==> config.mk <==
export PLATFORM = sky130hd
export DESIGN_NAME = fsmc_bus_ctrl
export DESIGN_NICKNAME = d
export VERILOG_FILES = /design/src/rtl/fsmc_bus_ctrl.sv
export SDC_FILE = /design/constraint.sdc
export NUM_CORES = 1
export LEC_CHECK = 0
export BUFFER_PORTS_ARGS = -buffer_cell sky130_fd_sc_hd__clkbuf_2
export CORE_UTILIZATION = 49
export CTS_CLUSTER_SIZE = 12
export DETAILED_ROUTE_END_ITERATION = 16
export PLACE_DENSITY = 0.84
export RECOVER_POWER = 50
export SLEW_MARGIN = 0
export SYNTH_ARGS = -nofsm -noshare
export SYNTH_HDL_FRONTEND = slang
export SYNTH_SLANG_ARGS = --single-unit
==> constraint.sdc <==
create_clock -name clk -period 2.6 [get_ports clk]
set_clock_uncertainty 0.2 [all_clocks]
set_input_delay 0.52 -clock clk [delete_from_list [all_inputs] [get_ports clk]]
set_output_delay 0.52 -clock clk [all_outputs]
set_load 0.005 [all_outputs]
==> src/rtl/fsmc_bus_ctrl.sv <==
// FSMC bus controller: forwards MCU transactions to one-hot peripheral request/ack slots.
// Optional REQ timeout is built when FSMC_TIMEOUT_EN is defined.
module fsmc_bus_ctrl #(
  parameter int TIMEOUT_CYC = 16
) (
  input  logic        clk,
  input  logic        reset_n,
  input  logic        bus_valid,
  input  logic        bus_wr,
  input  logic [3:0]  bus_cs,
  input  logic [15:0] bus_wdata,
  output logic [15:0] bus_rdata,
  output logic        bus_done,
  output logic        bus_busy,
  output logic [3:0]  per_req,
  output logic        per_we,
  output logic [15:0] per_wdata,
  input  logic [3:0]  per_ack,
  input  logic [63:0] per_rdata,
  input  logic        err_clr,
  output logic [2:0]  err_flags,
  output logic [7:0]  err_cnt
);

  // state | meaning
  // IDLE  | no transaction in flight
  // REQ   | per_req held on the selected slot until its ack
  // DONE  | one-cycle completion, bus_done high
  // ERR   | one-cycle error completion, bus_rdata = DEAD
  typedef enum logic [1:0] {IDLE, REQ, DONE, ERR} state_t;

  state_t      state, state_nxt;
  logic [3:0]  cs_q;
  logic        wr_q;
  logic [15:0] wdata_q;
  logic        pend_vld, pend_wr;
  logic [3:0]  pend_cs;
  logic [15:0] pend_wdata;
  logic        src_vld, src_wr, src_legal;
  logic [3:0]  src_cs;
  logic [15:0] src_wdata;
  logic        ack_hit, tmo, dec_err, tmo_err, ovf_err;
  logic [15:0] rd_slice;

  // In DONE/ERR the pending entry wins; with none pending a fresh bus_valid launches directly.
  always_comb begin
    src_vld   = 1'b0;
    src_cs    = bus_cs;
    src_wr    = bus_wr;
    src_wdata = bus_wdata;
    case (state)
      IDLE: src_vld = bus_valid;
      DONE, ERR: begin
        if (pend_vld) begin
          src_vld   = 1'b1;
          src_cs    = pend_cs;
          src_wr    = pend_wr;
          src_wdata = pend_wdata;
        end else begin
          src_vld = bus_valid;
        end
      end
      default: src_vld = 1'b0;
    endcase
  end

  assign src_legal = (src_cs != 4'd0) && ((src_cs & (src_cs - 4'd1)) == 4'd0);
  assign ack_hit   = |(per_ack & cs_q);

  always_comb begin
    rd_slice = 16'h0000;
    for (int i = 0; i < 4; i++) begin
      if (cs_q[i]) rd_slice = per_rdata[16*i +: 16];
    end
  end

`ifdef FSMC_TIMEOUT_EN
  localparam logic [7:0] TO_LAST = 8'(TIMEOUT_CYC - 1);
  logic [7:0] to_cnt;

  assign tmo = (state == REQ) && (to_cnt == TO_LAST);

  always_ff @(posedge clk) begin
    if (!reset_n)          to_cnt <= 8'd0;
    else if (state != REQ) to_cnt <= 8'd0;
    else                   to_cnt <= to_cnt + 8'd1;
  end
`else
  logic [7:0] unused_to;
  assign unused_to = 8'(TIMEOUT_CYC);
  assign tmo       = 1'b0;
`endif

  assign dec_err = (state != REQ) && src_vld && !src_legal;
  assign tmo_err = (state == REQ) && !ack_hit && tmo;
  assign ovf_err = (state == REQ) && bus_valid && pend_vld;

  always_ff @(posedge clk) begin
    if (!reset_n) state <= IDLE;
    else          state <= state_nxt;
  end

  always_comb begin
    state_nxt = state;
    case (state)
      REQ: begin
        if (ack_hit)  state_nxt = DONE;
        else if (tmo) state_nxt = ERR;
      end
      default: begin
        if (src_vld) state_nxt = src_legal ? REQ : ERR;
        else         state_nxt = IDLE;
      end
    endcase
  end

  always_comb begin
    per_req  = (state == REQ) ? cs_q : 4'd0;
    per_we   = (state == REQ) && wr_q;
    bus_done = (state == DONE) || (state == ERR);
    bus_busy = (state != IDLE);
  end

  assign per_wdata = wdata_q;

  always_ff @(posedge clk) begin
    if (!reset_n) begin
      cs_q       <= 4'd0;
      wr_q       <= 1'b0;
      wdata_q    <= 16'h0000;
      pend_vld   <= 1'b0;
      pend_cs    <= 4'd0;
      pend_wr    <= 1'b0;
      pend_wdata <= 16'h0000;
      bus_rdata  <= 16'h0000;
      err_flags  <= 3'b000;
      err_cnt    <= 8'd0;
    end else begin
      if (state != REQ && src_vld && src_legal) begin
        cs_q    <= src_cs;
        wr_q    <= src_wr;
        wdata_q <= src_wdata;
      end

      // Consuming the entry in DONE/ERR frees the slot for a same-cycle bus_valid.
      if (bus_valid && ((state == REQ && !pend_vld) ||
                        ((state == DONE || state == ERR) && pend_vld))) begin
        pend_vld   <= 1'b1;
        pend_cs    <= bus_cs;
        pend_wr    <= bus_wr;
        pend_wdata <= bus_wdata;
      end else if ((state == DONE || state == ERR) && pend_vld) begin
        pend_vld <= 1'b0;
      end

      if (state == REQ && ack_hit && !wr_q) bus_rdata <= rd_slice;
      else if (state_nxt == ERR)            bus_rdata <= 16'hDEAD;

      if (err_clr) begin
        err_flags <= 3'b000;
        err_cnt   <= 8'd0;
      end else begin
        err_flags <= err_flags | {ovf_err, tmo_err, dec_err};
        if ((dec_err || tmo_err) && err_cnt != 8'hFF) err_cnt <= err_cnt + 8'd1;
      end
    end
  end

endmodule

==> impl_metrics.json <==
{
  "status": "finished clean",
  "p_per_area_nw_per_um2": 576.1,
  "syn-cell-area_um2": 3630,
  "synth_area_leader_cell": "dfxtp_1",
  "drt_pass1_iterations": 5,
  "p_int_w": 0.001850,
  "path_cells": "a221oi_1 -> buf_4 -> nor4_4 -> o311ai_0 -> o311a_1",
  "grt_pass1_wl_mm": 16.50,
  "startpoint_type": "register",
  "final.fill_count": 655,
  "fin_nets": 655,
  "initial_core_util_pct": 50.31,
  "fmax_mhz": 414.8,
  "io_pins": 143,
  "port_buffers": 141,
  "multiInputGateArea_um2": 1996,
  "ir_drop_mv": 0.3399,
  "synth_cell_types": 53,
  "synth.top_cells.by_count": "dfxtp_1 (71), nand2_1 (61), nand3_1 (60)",
  "cpMaxStageDelayCell": "nor4_4",
  "htree_levels": 3,
  "p_leak_nw": 1.918,
  "cts_made_buffers": 9,
  "pwr-share-seq_pct": 46.2,
  "synthFlopType": "dfxtp_1",
  "setup_viol": 0,
  "postCtsHoldBufs": 0,
  "crit_required_ns": 2.63,
  "synth_async_sr_flop_share_pct": 0,
  "path_buf_inv": 1,
  "dp_hpwl_mm": 7.755,
  "fin_crit_ns": 2.411,
  "wire_per_inst_um": 16.11,
  "endpoint_kind": "register",
  "power.total_w": 0.002641,
  "antenna_found_initial": 0,
  "grt_overflow": 0,
  "finalMaxSlewViolations": 0,
  "finalCoreUtilization_pct": 63.54,
  "critPathMaxFanout": 24,
  "yosysWarnings": 0,
  "cts_resized": 0,
  "drv_cap": 0,
  "yosysMostFrequentCell": "dfxtp_1",
  "cts_tree": "built",
  "syn_nets": 527,
  "cts_buffer_depth": 2,
  "yosysSeqAreaShare_pct": 39.16,
  "min_path_type": "input pin to register",
  "critical_path_class": "register to register",
  "coreArea_um2": 7214,
  "drc_errors": 0,
  "wirelength_mm": 10.71,
  "die_height_um": 88.07,
  "ant_nets": 0,
  "die_area_um2": 7755,
  "p_switching_w": 0.0007906,
  "crit_path_max_incr_delay_ns": 0.80,
  "area_delta_synth_final_pct": 26.30,
  "synthTopCellsByArea": "dfxtp_1 (39%), nand3_1 (8.3%), nand2_1 (6.3%)",
  "worstPathArrival_ns": 2.44,
  "ff_latch_area_um2": 1421,
  "p_comb_share_pct": 20.9,
  "drive_gt1_share_pct": 31.27,
  "n_antenna_cell": 0,
  "p_clk_share_pct": 32.9,
  "drt_iter0_markers": 255,
  "ys_ff_latch": 71,
  "clk_latency_ns": 0.34,
  "gp_congestion": 0.8334,
  "rsz0062_at_grt": "false",
  "final.period_utilization_pct": 92.73,
  "worst_pin_slew_ns": 1.067,
  "hold_viol_final": 0,
  "synth_edf_count": 0,
  "grt_max_degree": 35,
  "cts-root-buf": "clkbuf_8",
  "critPathTopFamily": "simple AND/OR/NAND/NOR gates",
  "grt.total_usage_pct": 27.65,
  "core.rowCount": 31,
  "postCtsSetupBuffers": 0,
  "vias": 3978,
  "netSwitchingFraction_pct": 29.93,
  "relSlewSlack_pct": 28.30,
  "cts_sinks": 71,
  "grt_pass1_vias": 3515,
  "synthCells": 433,
  "syn-mean-instance-area_um2": 8.383,
  "yosys.area.top_type_share_pct": 39.16,
  "die_w_um": 88.07,
  "path_clk_slew_ns": 0.08,
  "vias_per_cell": 5.982
}
[flip-flops by register name, indices dropped and copies added, names as in the netlist]
register and count:
per_wdata 16, cs_q 4, pend_wdata 16, bus_rdata 16, pend_vld 1, err_cnt 8, err_flags 2, state 2
pend_wr 1, wr_q 1, pend_cs 4
[placed cells by master (no fill, tap or decap), types with 5 or more instances in the layout]
master and n:
dfxtp_1 71, nor2_1 10, a221oi_1 17, nor2b_1 18, o2bb2ai_1 5, nor3_1 6
a21oi_1 32, o221a_2 19, o311a_1 11, buf_4 20, and2_1 6, nand3_1 60
clkbuf_8 9, o311ai_0 11, nand2_1 62, clkbuf_2 112, a31oi_1 5, clkbuf_1 32
[power groups by stage]
stage / logic [W] / clock network (W) / registers (W)
after floorplan: 0.000333 / 0 / 0.00123
after global placement: 0.000545 / 0 / 0.00124
after detailed placement: 0.000559 / 0 / 0.00124
after CTS: 0.000562 / 0.000885 / 0.00122
after global routing: 0.000610 / 0.000938 / 0.00123
final: 0.000552 / 0.000869 / 0.00122
[stage by stage]
stage                     setup TNS (ns)  std cells  setup slack, ns  area, um^2  hold slack, ns
after global routing                   0        665          0.01105        4584          0.2116
final                                  0        665           0.1890        4584          0.2172
after detailed placement       -0.006782        649        -0.004137        4437          0.2512
after floorplan                        0        433           0.5525        3630          0.2366
after CTS                              0        665           0.2235        4634          0.2028
after global placement                 0        649          0.09388        4437          0.2415
[final cells by class]
type / count / share of cell area (%)
flip-flops and latches: 71 / 31.00
clock inverters: 7 / 1.610
multi-input cells: 311 / 43.53
repair buffers: 164 / 18.12
well taps: 99 / 2.702
inverters: 4 / 0.3275
clock buffers: 9 / 2.702
[logic make-up (layout without fill, tap and decap cells)]
group / after synthesis / count (layout) / share of synthesized area (%)
adders and majority gates: 1 / 1 / 0.3447
and+or+nand+nor: 182 / 182 / 25.06
DFF: 71 / 71 / 39.16
buffers and inverters: 51 / 184 / 6.032
muxes: 2 / 2 / 0.6549
AOI/OAI and AO/OA: 123 / 123 / 28.16
other: 1 / 1 / 0.1033
xor gates and xnor gates: 2 / 2 / 0.4827
[per-layer routing]
layer	vias to the layer above	routed length [um]	track usage (%)
li1	1893	-	-
met1	1859	4295	31.96
met2	197	5052	47.78
met3	29	965	6.221
met4	0	400	14.52
met5	-	0	0
[worst register-to-register path, cell delays in order, from the launching register on]
cell      delay, ns
dfxtp_1        0.43
a221oi_1       0.15
buf_4          0.17
nor4_4         0.80
o311ai_0       0.35
o311a_1        0.21
[final timing paths]
kind	startpoint	to	slack, ns	cells after the start
worst max-delay path	cs_q[0]$_SDFFE_PN0P_	bus_rdata[11]$_SDFFE_PN0P_	0.19	5
worst min-delay path	bus_wdata[4]	pend_wdata[4]$_SDFFE_PN0P_	0.22	3
worst min register to register	pend_wdata[0]$_SDFFE_PN0P_	pend_wdata[0]$_SDFFE_PN0P_	0.26	2
worst max register to register	cs_q[0]$_SDFFE_PN0P_	bus_rdata[11]$_SDFFE_PN0P_	0.19	5
Note: power is estimated with default switching activity, not from simulation.
